### src/rtl/pdm_speaker_out.sv
// PDM speaker driver: 4-deep sample FIFO feeding a first-order sigma-delta
// modulator, with amplifier shutdown after a run of starved frames.
module pdm_speaker_out #(
  parameter int CLK_DIV     = 32,
  parameter int OSR         = 64,
  parameter int IDLE_FRAMES = 256
) (
  input  logic        clk_i,
  input  logic        rst_i,
  input  logic [15:0] data_spk,
  input  logic        data_spk_valid,
  output logic        data_spk_ready,
  output logic        pdm_out_o,
  output logic        pdm_sd_o,
  output logic        underrun_o
);

  localparam int DIV_W   = (CLK_DIV > 1) ? $clog2(CLK_DIV) : 1;
  localparam int FRAME_W = (OSR > 1) ? $clog2(OSR) : 1;
  localparam int UND_W   = $clog2(IDLE_FRAMES + 1);

  localparam logic [DIV_W-1:0]   DIV_LAST   = DIV_W'(CLK_DIV - 1);
  localparam logic [FRAME_W-1:0] FRAME_LAST = FRAME_W'(OSR - 1);
  localparam logic [UND_W-1:0]   UND_LAST   = UND_W'(IDLE_FRAMES - 1);

  typedef enum logic {
    ST_IDLE,
    ST_RUN
  } state_t;

  state_t state_q, state_d;

  logic [DIV_W-1:0]   div_q;
  logic [FRAME_W-1:0] frame_q;
  logic               bit_tick;
  logic               frame_end;

  logic [15:0] mem [0:3];
  logic [1:0]  wr_ptr_q;
  logic [1:0]  rd_ptr_q;
  logic [2:0]  count_q;
  logic        push;
  logic        pop;
  logic        starve;
  logic        go_idle;

  logic [15:0]      cur_sample_q;
  logic [15:0]      acc_q;
  logic [16:0]      mod_sum;
  logic [UND_W-1:0] und_q;

  assign bit_tick       = (div_q == DIV_LAST);
  assign frame_end      = bit_tick && (frame_q == FRAME_LAST);
  assign data_spk_ready = (count_q != 3'd4);
  assign push           = data_spk_valid && data_spk_ready;
  assign pdm_sd_o       = (state_q == ST_RUN);

  always_ff @(posedge clk_i or posedge rst_i) begin
    if (rst_i) begin
      div_q   <= '0;
      frame_q <= '0;
    end else begin
      div_q <= bit_tick ? '0 : div_q + DIV_W'(1);
      if (bit_tick) begin
        frame_q <= (frame_q == FRAME_LAST) ? '0 : frame_q + FRAME_W'(1);
      end
    end
  end

  // Frame-boundary decisions: start-up needs two queued samples so the
  // first pop is not immediately followed by a starved frame.
  always_comb begin
    state_d = state_q;
    pop     = 1'b0;
    starve  = 1'b0;
    go_idle = 1'b0;
    case (state_q)
      ST_IDLE: begin
        if (frame_end && (count_q >= 3'd2)) begin
          pop     = 1'b1;
          state_d = ST_RUN;
        end
      end
      ST_RUN: begin
        if (frame_end) begin
          if (count_q != 3'd0) begin
            pop = 1'b1;
          end else begin
            starve = 1'b1;
            if (und_q == UND_LAST) begin
              go_idle = 1'b1;
              state_d = ST_IDLE;
            end
          end
        end
      end
      default: state_d = ST_IDLE;
    endcase
  end

  always_ff @(posedge clk_i or posedge rst_i) begin
    if (rst_i) begin
      state_q <= ST_IDLE;
    end else begin
      state_q <= state_d;
    end
  end

  // Storage needs no reset: clearing pointers and count discards it.
  always_ff @(posedge clk_i) begin
    if (push) begin
      mem[wr_ptr_q] <= data_spk;
    end
  end

  always_ff @(posedge clk_i or posedge rst_i) begin
    if (rst_i) begin
      wr_ptr_q <= '0;
      rd_ptr_q <= '0;
      count_q  <= '0;
    end else begin
      if (push) begin
        wr_ptr_q <= wr_ptr_q + 2'd1;
      end
      if (pop) begin
        rd_ptr_q <= rd_ptr_q + 2'd1;
      end
      case ({push, pop})
        2'b10:   count_q <= count_q + 3'd1;
        2'b01:   count_q <= count_q - 3'd1;
        default: count_q <= count_q;
      endcase
    end
  end

  always_ff @(posedge clk_i or posedge rst_i) begin
    if (rst_i) begin
      cur_sample_q <= '0;
      underrun_o   <= 1'b0;
      und_q        <= '0;
    end else begin
      underrun_o <= starve;
      if (pop) begin
        cur_sample_q <= mem[rd_ptr_q];
        und_q        <= '0;
      end else if (starve) begin
        cur_sample_q <= 16'h0000;
        und_q        <= go_idle ? '0 : und_q + UND_W'(1);
      end
    end
  end

  // Offset-binary input makes the carry density track the signed sample.
  assign mod_sum = {1'b0, acc_q} + {1'b0, cur_sample_q ^ 16'h8000};

  always_ff @(posedge clk_i or posedge rst_i) begin
    if (rst_i) begin
      acc_q     <= '0;
      pdm_out_o <= 1'b0;
    end else if ((state_q != ST_RUN) || go_idle) begin
      acc_q     <= '0;
      pdm_out_o <= 1'b0;
    end else if (bit_tick) begin
      acc_q     <= mod_sum[15:0];
      pdm_out_o <= mod_sum[16];
    end
  end

endmodule
### config.mk
export PLATFORM = sky130hd
export DESIGN_NAME = pdm_speaker_out
export DESIGN_NICKNAME = d
export VERILOG_FILES = /design/src/rtl/pdm_speaker_out.sv
export SDC_FILE = /design/constraint.sdc
export NUM_CORES = 1
export LEC_CHECK = 0
export BUFFER_PORTS_ARGS = -buffer_cell sky130_fd_sc_hd__buf_2
export CAP_MARGIN = 20
export CELL_PAD_IN_SITES_DETAIL_PLACEMENT = 1
export CELL_PAD_IN_SITES_GLOBAL_PLACEMENT = 2
export CORE_MARGIN = 2
export CORE_UTILIZATION = 40
export DETAILED_ROUTE_END_ITERATION = 10
export GPL_ROUTABILITY_DRIVEN = 0
export MAX_ROUTING_LAYER = met4
export PLACE_DENSITY_LB_ADDON = 0.12
export SETUP_SLACK_MARGIN = 0.1
export SLEW_MARGIN = 20
export SYNTH_ARGS = -nofsm -noshare
export SYNTH_HDL_FRONTEND = slang
export SYNTH_SLANG_ARGS = --single-unit
### constraint.sdc
create_clock -name clk_i -period 3.05 [get_ports clk_i]
set_input_delay 0.1525 -clock clk_i [delete_from_list [all_inputs] [get_ports clk_i]]
set_output_delay 0.1525 -clock clk_i [all_outputs]
set_load 0.03 [all_outputs]
# After elaboration in Yosys (flattened, before gate mapping)
# Memory sizes are Yosys's and may differ from the RTL's.
# Index checks and enable logic that the tools add are counted.
# op_classes
addsub,8
n_mul,0
div,0
magnitude_cmp,1
eq_ne,6
shifts,0
mux,29
bitwise,2
n_reduce_logical,8
# op_table
operator,n
2-to-1 mux 16 bit,4
2-to-1 mux 9 bit,3
adder 16 x 16 -> 17 bit,1
2-to-1 mux 1 bit,17
adder 9 x 1 -> 9 bit (second input constant),1
== test 9 x 8 -> 1 bit (second input constant),1
adder 6 x 1 -> 6 bit (second input constant),1
== test 6 bit (second input constant),1
2-to-1 mux 6 bit,1
one-hot mux 3 bit (2 select lines),1
nonzero test 2 bit,3
adder 5 x 1 -> 5 bit (second input constant),1
== test 5 bit (second input constant),1
2-to-1 mux 5 bit,1
adder 2 x 1 -> 2 bit (second input constant),2
one-hot mux 1 bit (2 select lines),2
adder 3 x 1 -> 3 bit (second input constant),1
>= comparator 3 x 2 -> 1 bit (second input constant),1
logical AND 1 bit,3
!= test 3 bit (second input constant),1
nonzero test 3 bit,1
subtractor 3 x 1 -> 3 bit (second input constant),1
== test 2 x 1 -> 1 bit (second input constant),1
== test 2 bit (second input constant),1
2 further kinds,3
# word_totals
register_bits,62
latch_bits,0
mem_bits_rw,64
mem_bits_ro,0
inputBits,19
out_inout_bits,4
wordCells,66
mem_count,1
# mem_list
memory,words,word_bits,read_ports,rd_ports_with_merged_regs,write_ports,line_no,text
mem,4,16,1,0,1,38,logic [15:0] mem [0:3];

# Depth between registers and ports, before layout
# Gate-level depths: netlist of run 1.
# depth
depth_word,8
ltp_mapped,13
depth_no_buf,12

# Worst setup path before layout of run 1
# No wires, ideal clock.
# synth_timing
kind,flip-flop to flip-flop
from,register div_q[0]
to,register count_q[2]
setup_ps,79
t_arrival_ps,2835
t_required_ps,2971
setup_slack_ps,136
stages_incl_launch_ff,14
path_buffers,1
period_less_slack_ps,2914
path_cell_list,dfrtp_1 -> ha_1 -> and3_1 -> ha_1 -> nand4_2 -> or2_2 -> a21oi_1 -> buf_2 -> ha_1 -> inv_1 -> fa_1 -> xor2_1 -> nor2_1 -> xor2_1
# synth_between
elab_chain_len,7
word_cells_on_any_way,10
classes_between,eq/ne (3); mux (4); reduce/logical (3)
# synth_rtl
item,line_no,text
"start, declared",33,logic [DIV_W-1:0] div_q;
"start signal, assigned",63,div_q <= bit_tick ? '0 : div_q + DIV_W'(1);
== test 5 bit *,52,assign bit_tick = (div_q == DIV_LAST);
logical AND 1 bit *,53,assign frame_end = bit_tick && (frame_q == FRAME_LAST);
logical AND 1 bit,79,if (frame_end && (count_q >= 3'd2)) begin
2-to-1 mux 1 bit,79,
one-hot mux 1 bit (2 select lines) *,77,case (state_q)
via pop,43,logic pop;
== test 2 x 1 -> 1 bit or == test 2 bit (tied branches),128,"case ({push, pop})"
one-hot mux 3 bit (2 select lines) or nonzero test 2 bit (tied branches),-,
"end signal, assigned",129,2'b10: count_q <= count_q + 3'd1;
"end signal, assigned",130,2'b01: count_q <= count_q - 3'd1;
"end signal, assigned",131,default: count_q <= count_q;
"end, declared",41,logic [2:0] count_q;
# Mark *: on every way through the listed nets, which the timed path passes. The rest lies on a longest branch.
# A chain may end at the register's enable or synchronous reset.

# Final worst setup path of run 1
# layout_timing
from,register div_q[0]
to,register count_q[2]
# layout_between
elab_chain_len,7
word_cells_on_any_way,10
classes_between,eq/ne (3); mux (4); reduce/logical (3)
# layout_rtl
item,line_no
== test 5 bit *,52
logical AND 1 bit *,53
logical AND 1 bit,79
2-to-1 mux 1 bit,79
one-hot mux 1 bit (2 select lines) *,77
== test 2 x 1 -> 1 bit or == test 2 bit (tied branches),128
one-hot mux 3 bit (2 select lines) or nonzero test 2 bit (tied branches),-
# Every way passes the cells marked *; elsewhere a longest branch is shown, timed or not.

==> run_results.csv, run 1 <==
group,metric,value,unit
yosys,ys_seq_area_share,60.0,%
power,comb_power_share,8.6,%
cts,insertion_delay,420,ps
critical_path,crit_chain,"ha_1, and3_1, ha_2, nand4_4, or2_2, a21oi_2, ha_2, inv_1, fa_1, xor2_1, nor2_1, xor2_1",
die,rows,43,
yosys,synth_top_area_share,33.2,%
power,switchingPower,1.19,mW
timing,tns,0,ps
run_status,outcome,"completed",
cts,cts.sink_count,126,
place,place_area,6130,sq um
yosys,synth_top_area_cell,"edfxtp_1",
run,drv_cap,0,
detailed_routing,drc_errors,0,
timing,maxSlewHeadroom,42.1,%
finish,area.growth.synth_to_final,19.7,%
cts,cts.reportedPaths.clkPinSlew,70,ps
critical_path,endpoint_kind,"flop",
timing,min_period,2690,ps
power,p_int,3.33,mW
critical_path,crit_path_max_fanout,6,
global_routing,grt_max_degree,31,
power,p_leak,2.85,nW
yosys,synth_seq_cells,126,
finish,final_common_cell,"edfxtp_1",
timing,rsz0062_at_grt,"no",
yosys,synth_warnings,0,
finish,drive_above_1_share,18.7,%
global_routing,grt_overflow,0,
cts,cts_buffers,17,
finish,final_cell_mix,"64 x edfxtp_1, 62 x dfrtp_1, 31 x o21ai_0",
critical_path,crit_required,3390,ps
finish,n_antenna_cell,0,
power,irDropWorstVdd,438,uV
critical_path,endpoint,"count_q[2]",
hold_path,holdPathStages,3,
timing,period_share,88.3,%
global_routing,antenna_found_initial,0,
critical_path,crit_slowest_cell,"dfrtp_1",
critical_path,r2r_cells,12,
cts,cts_buffer_depth,2,
timing,setup_violations,0,
yosys,synth_area_leaders,"edfxtp_1 33%, dfrtp_1 27%, mux4_2 6.2%",
die,die_area,15400,sq um
cts,cts_root_buf,"clkbuf_16",
place,io_buffer_count,22,
cts,cts_tree,"yes",
power,powerDensity,652,nW/um^2
yosys,syn_avg_cell_area,13.5,sq um
detailed_routing,first_pass_iters,4,
critical_path,start_kind,"flop",
critical_path,r2r-start,"div_q[0]",
yosys,synth-edff-count,64,
power,p_sw_share,26.3,%
yosys,synthFlopType,"edfxtp_1",
detailed_routing,drt-wirelength-per-cell,18.0,microns
power,clockPowerShare,44.8,%
yosys,syn-cell-area,5780,sq um
detailed_routing,routed_wl,12.1,mm
detailed_routing,vias_per_cell,5.44,
critical_path,crit_path_start,"div_q[0]",
detailed_routing,dr_total_vias,3659,
global_routing,grt_pass1_vias,3981,
die,io_pins,23,
finish,final_nets,527,
critical_path,rr_endpoint,"count_q[2]",
place,hpwl,8.31,mm
die,die_x,124,microns
yosys,ys_types,51,
cts,h-tree-depth,4,
detailed_routing,drt_iter0_markers,225,
die,start_util,41.4,%
timing,tightest_slew,869,ps
critical_path,path_class,"flop to flop",
timing,drv_slew,0,
yosys,ys_async_sr_fraction,49.2,%
critical_path,worstPathArrival,3030,ps
hold_path,hp-class,"primary input to flop",
global_routing,grt_pass1_wl,21.0,mm
yosys,syn-num-nets,475,
timing,final-hold-violation-count,0,
yosys,postSynthCellCount,428,
detailed_routing,ant_nets,0,
critical_path,max_stage_delay,370,ps
timing,clock_skew,8.81,ps
power,pwr-share-seq,46.6,%
timing,fmax,371,MHz
global_routing,globalRouteTotalUtil,17.6,%
die,die_y,124,microns
critical_path,reg2reg_setup_slack,360,ps
die,coreArea,14000,sq um
finish,final_cell_area,6920,sq um
[repair_timing]
action | CTS | global route
setup endpoints to repair | 0 | 1
endpoints found under the hold margin | 92 | 0
hold buffers | 17 | 0
buffers inserted | 0 | 2
gates resized for setup | 0 | 3
[layout make-up]
type                            count  area, sq um
Inverter                           15         56.3
Tap cell                          180          225
Clock buffer                       17          425
Multi-Input combinational cell    269         2200
Clock inverter                     15          173
Fill cell                        1434         7070
Timing Repair Buffer               51          370
Sequential cell                   126         3470
[power by group through the flow]
stage	logic, mW	clock network (mW)	registers [mW]
floorplan	0.257	0	2.10
global placement	0.377	0	2.12
detailed placement	0.383	0	2.14
CTS	0.403	2.07	2.10
global route	0.446	2.15	2.12
finish	0.388	2.02	2.10
[logic make-up (layout without fill, tap and decap cells)]
kind of cell	Yosys count	count (layout)	share of synthesized area, %
and+or+nand+nor	95	95	8.72
adders and majority gates	28	28	6.32
muxes	20	20	6.94
xor gates and xnor gates	18	18	2.73
buffers and inverters	33	98	2.23
AOI/OAI and AO/OA	108	108	13.0
DFF	126	126	60.0
[registers in the layout (all words and copies together) (netlist names), 2 cells and up]
name	count
count_q	3
div_q	5
acc_q	16
wr_ptr_q	2
rd_ptr_q	2
cur_sample_q	16
mem	64
und_q	9
frame_q	6
[Yosys cell counts (all sizes together) (4+ instances only)]
cell / number
edfxtp: 64
dfrtp: 62
o21ai: 31
ha: 26
nand2: 24
a21oi: 18
nor2: 18
a22o: 17
mux4: 16
inv: 15
clkbuf: 14
xnor2: 11
and3: 9
or3: 9
a32o: 8
nand3: 8
nand4: 7
xor2: 7
a21o: 6
nor2b: 6
a211oi: 5
buf: 4
[worst max-delay path, delay by kind of cell, from the launching register on]
family                   cells  cell delay (ps)
XOR/XNOR                     2              320
AND/OR/NAND/NOR              4              760
flip-flops                   1              370
buffers and inverters        1               50
adder cells (fa/ha/maj)      4              980
AO/OA/AOI/OAI                1              140
[routing by layer]
layer | global-route usage (%) | routed length (microns) | up-vias
li1 | - | - | 1748
met3 | 4.38 | 282 | 7
met2 | 27.2 | 5730 | 35
met1 | 23.5 | 5980 | 1869
met4 | 4.82 | 102 | 0
met5 | - | 0 | -
[per-stage QoR]
stage / utilization [%] / hold WS, ps / cells / worst slack (ps) / total power, mW
2_1_floorplan: - / 251 / 428 / 136 / 2.36
3_3_place_gp: 43.8 / 292 / 622 / 384 / 2.50
3_5_place_dp: 43.8 / 309 / 622 / 275 / 2.52
4_1_cts: 49.3 / 170 / 671 / 235 / 4.58
5_1_grt: 49.5 / 196 / 673 / 94.2 / 4.72
6_report: 49.5 / 166 / 673 / 358 / 4.51
[worst min-delay path by stage]
stage	from	to	slack, ps
finish	data_spk_valid	wr_ptr_q[0]	170
floorplan	data_spk[0]	mem[0][0]	250
CTS	data_spk_valid	wr_ptr_q[0]	170
detailed placement	rst_i	acc_q[4]	310
global route	data_spk_valid	wr_ptr_q[0]	200
global placement	rst_i	acc_q[4]	290
(Power assumes the default switching activity.)
==> run 2, diff against run 1 <==
--- a/config.mk
+++ b/config.mk
@@ -13,7 +13,6 @@
 export CORE_UTILIZATION = 40
 export DETAILED_ROUTE_END_ITERATION = 10
 export GPL_ROUTABILITY_DRIVEN = 0
-export MAX_ROUTING_LAYER = met4
 export PLACE_DENSITY_LB_ADDON = 0.12
 export SETUP_SLACK_MARGIN = 0.1
 export SLEW_MARGIN = 20
==> run_results.csv, run 2 (synthesized netlist as in run 1, its figures left out) <==
group,metric,value,unit
run,drv_cap,0,
die,die_y,124,microns
timing,final-hold-violation-count,0,
detailed_routing,drt-wirelength-per-cell,17.9,microns
timing,min_period,2690,ps
critical_path,crit_path_max_fanout,6,
detailed_routing,top_layer_used,"met4",
critical_path,start_kind,"flop",
finish,largest_register_ffs,64,
cts,cts_root_buf,"clkbuf_16",
global_routing,antenna_found_initial,0,
die,start_util,41.4,%
hold_path,whs_endpoint,"wr_ptr_q[0]",
critical_path,worstPathArrival,3030,ps
cts,cts_buffers,17,
timing,rsz0062_at_grt,"no",
timing,tns,0,ps
cts,h-tree-depth,4,
finish,n_antenna_cell,0,
detailed_routing,wl_met2,5.71,mm
cts,cts.sink_count,126,
finish,utilization,49.5,%
detailed_routing,wl_met3,260,microns
detailed_routing,vias_per_cell,5.44,
finish,drive_above_1_share,18.7,%
critical_path,r2r-start,"div_q[0]",
cts,insertion_delay,420,ps
die,coreArea,14000,sq um
global_routing,grt_pass1_wl,21.1,mm
place,io_buffer_count,22,
detailed_routing,ant_nets,0,
detailed_routing,dr_total_vias,3659,
critical_path,endpoint_kind,"flop",
detailed_routing,met1Wirelength,5.95,mm
timing,fmax,371,MHz
finish,area.growth.synth_to_final,19.7,%
power,p_leak,2.85,nW
die,io_pins,23,
critical_path,path_class,"flop to flop",
finish,fill_cells,1434,
finish,final_common_cell,"edfxtp_1",
timing,drv_slew,0,
cts,cts_tree,"yes",
global_routing,grt_max_degree,31,
finish,final_nets,527,
hold_path,hold_start,"data_spk_valid",
finish,regMostFlops,"mem",
die,die_area,15400,sq um
hold_path,holdPathStages,3,
die,die_x,124,microns
critical_path,r2r_cells,12,
finish,multi_input_comb_area,2200,sq um
finish,fin_cells,673,
hold_path,hp-class,"primary input to flop",
cts,cts_buffer_depth,2,
detailed_routing,drc_errors,0,
global_routing,grt_overflow,0,
run_status,outcome,"completed",
power,irDropWorstVdd,438,uV
timing,setup_violations,0,
detailed_routing,drt_iter0_markers,218,
timing,tightest_slew,862,ps
die,rows,43,
cts,cts.reportedPaths.clkPinSlew,70,ps
place,place_inst,622,
global_routing,globalRouteTotalUtil,17.1,%
critical_path,crit_required,3390,ps
finish,final_cell_mix,"64 x edfxtp_1, 62 x dfrtp_1, 31 x o21ai_0",
finish,reg_top3,"mem (64), acc_q (16), cur_sample_q (16)",
timing,maxSlewHeadroom,42.6,%
timing,period_share,88.3,%
global_routing,grt_pass1_vias,3980,
detailed_routing,routed_wl,12.1,mm
critical_path,rr_endpoint,"count_q[2]",
place,hpwl,8.31,mm
detailed_routing,first_pass_iters,4,
power,powerDensity,651,nW/um^2
timing,clock_skew,8.16,ps
finish,area.sequential,3470,sq um
critical_path,reg2reg_setup_slack,360,ps
-- run 2: power breakdown --
| part | switching (mW) | leakage (nW) | internal, mW |
|---|---|---|---|
| Clock | 0.849 | 0.289 | 1.17 |
| Sequential | 0.0836 | 1.43 | 2.02 |
| Combinational | 0.250 | 1.14 | 0.138 |
| Total | 1.18 | 2.85 | 3.33 |
-- run 2: repair_timing --
| action | in CTS | in global routing |
|---|---|---|
| setup endpoints to repair | 0 | 1 |
| endpoints found under the hold margin | 92 | 0 |
| resized for setup | 0 | 3 |
| buffers inserted | 0 | 2 |
| hold buffers | 17 | 0 |
-- run 2: final cells by class --
class                           instances  share of cell area [%]
Tap cell                              180                    3.25
Inverter                               15                   0.813
Clock buffer                           17                    6.14
Timing Repair Buffer                   51                    5.35
Clock inverter                         15                    2.49
Sequential cell                       126                    50.2
Multi-Input combinational cell        269                    31.8
-- run 2: worst max-delay path by stage --
stage / startpoint / to / depth (start not counted)
3_5_place_dp: div_q[0] / count_q[2] / 12
2_1_floorplan: div_q[0] / count_q[2] / 13
5_1_grt: div_q[0] / count_q[2] / 12
3_3_place_gp: div_q[0] / count_q[2] / 12
4_1_cts: div_q[0] / count_q[2] / 12
6_report: div_q[0] / count_q[2] / 12
-- run 2: worst max-delay path, cell delays in order, from the launching register on --
cell and delay [ps]:
dfrtp_1 370, ha_1 190, and3_1 180, ha_2 210, nand4_4 120, or2_2 350
a21oi_2 140, ha_2 210, inv_1 50, fa_1 370, xor2_1 160, nor2_1 110
xor2_1 160
-- run 2: metal layers --
layer  vias to the layer above  global-route usage, %
li1                       1748                      -
met1                      1867                   23.5
met4                         0                   5.42
met5                         -                      0
met2                        34                   27.2
met3                        10                   4.04
-- run 2: stage by stage --
step                hold WS (ps)  area (sq um)  setup WS, ps  power, mW
CTS                          170          6890           235       4.58
finish                       168          6920           357       4.51
floorplan                    251          5780           136       2.36
global route                 198          6920          94.2       4.72
detailed placement           309          6130           275       2.52
global placement             292          6130           384       2.50
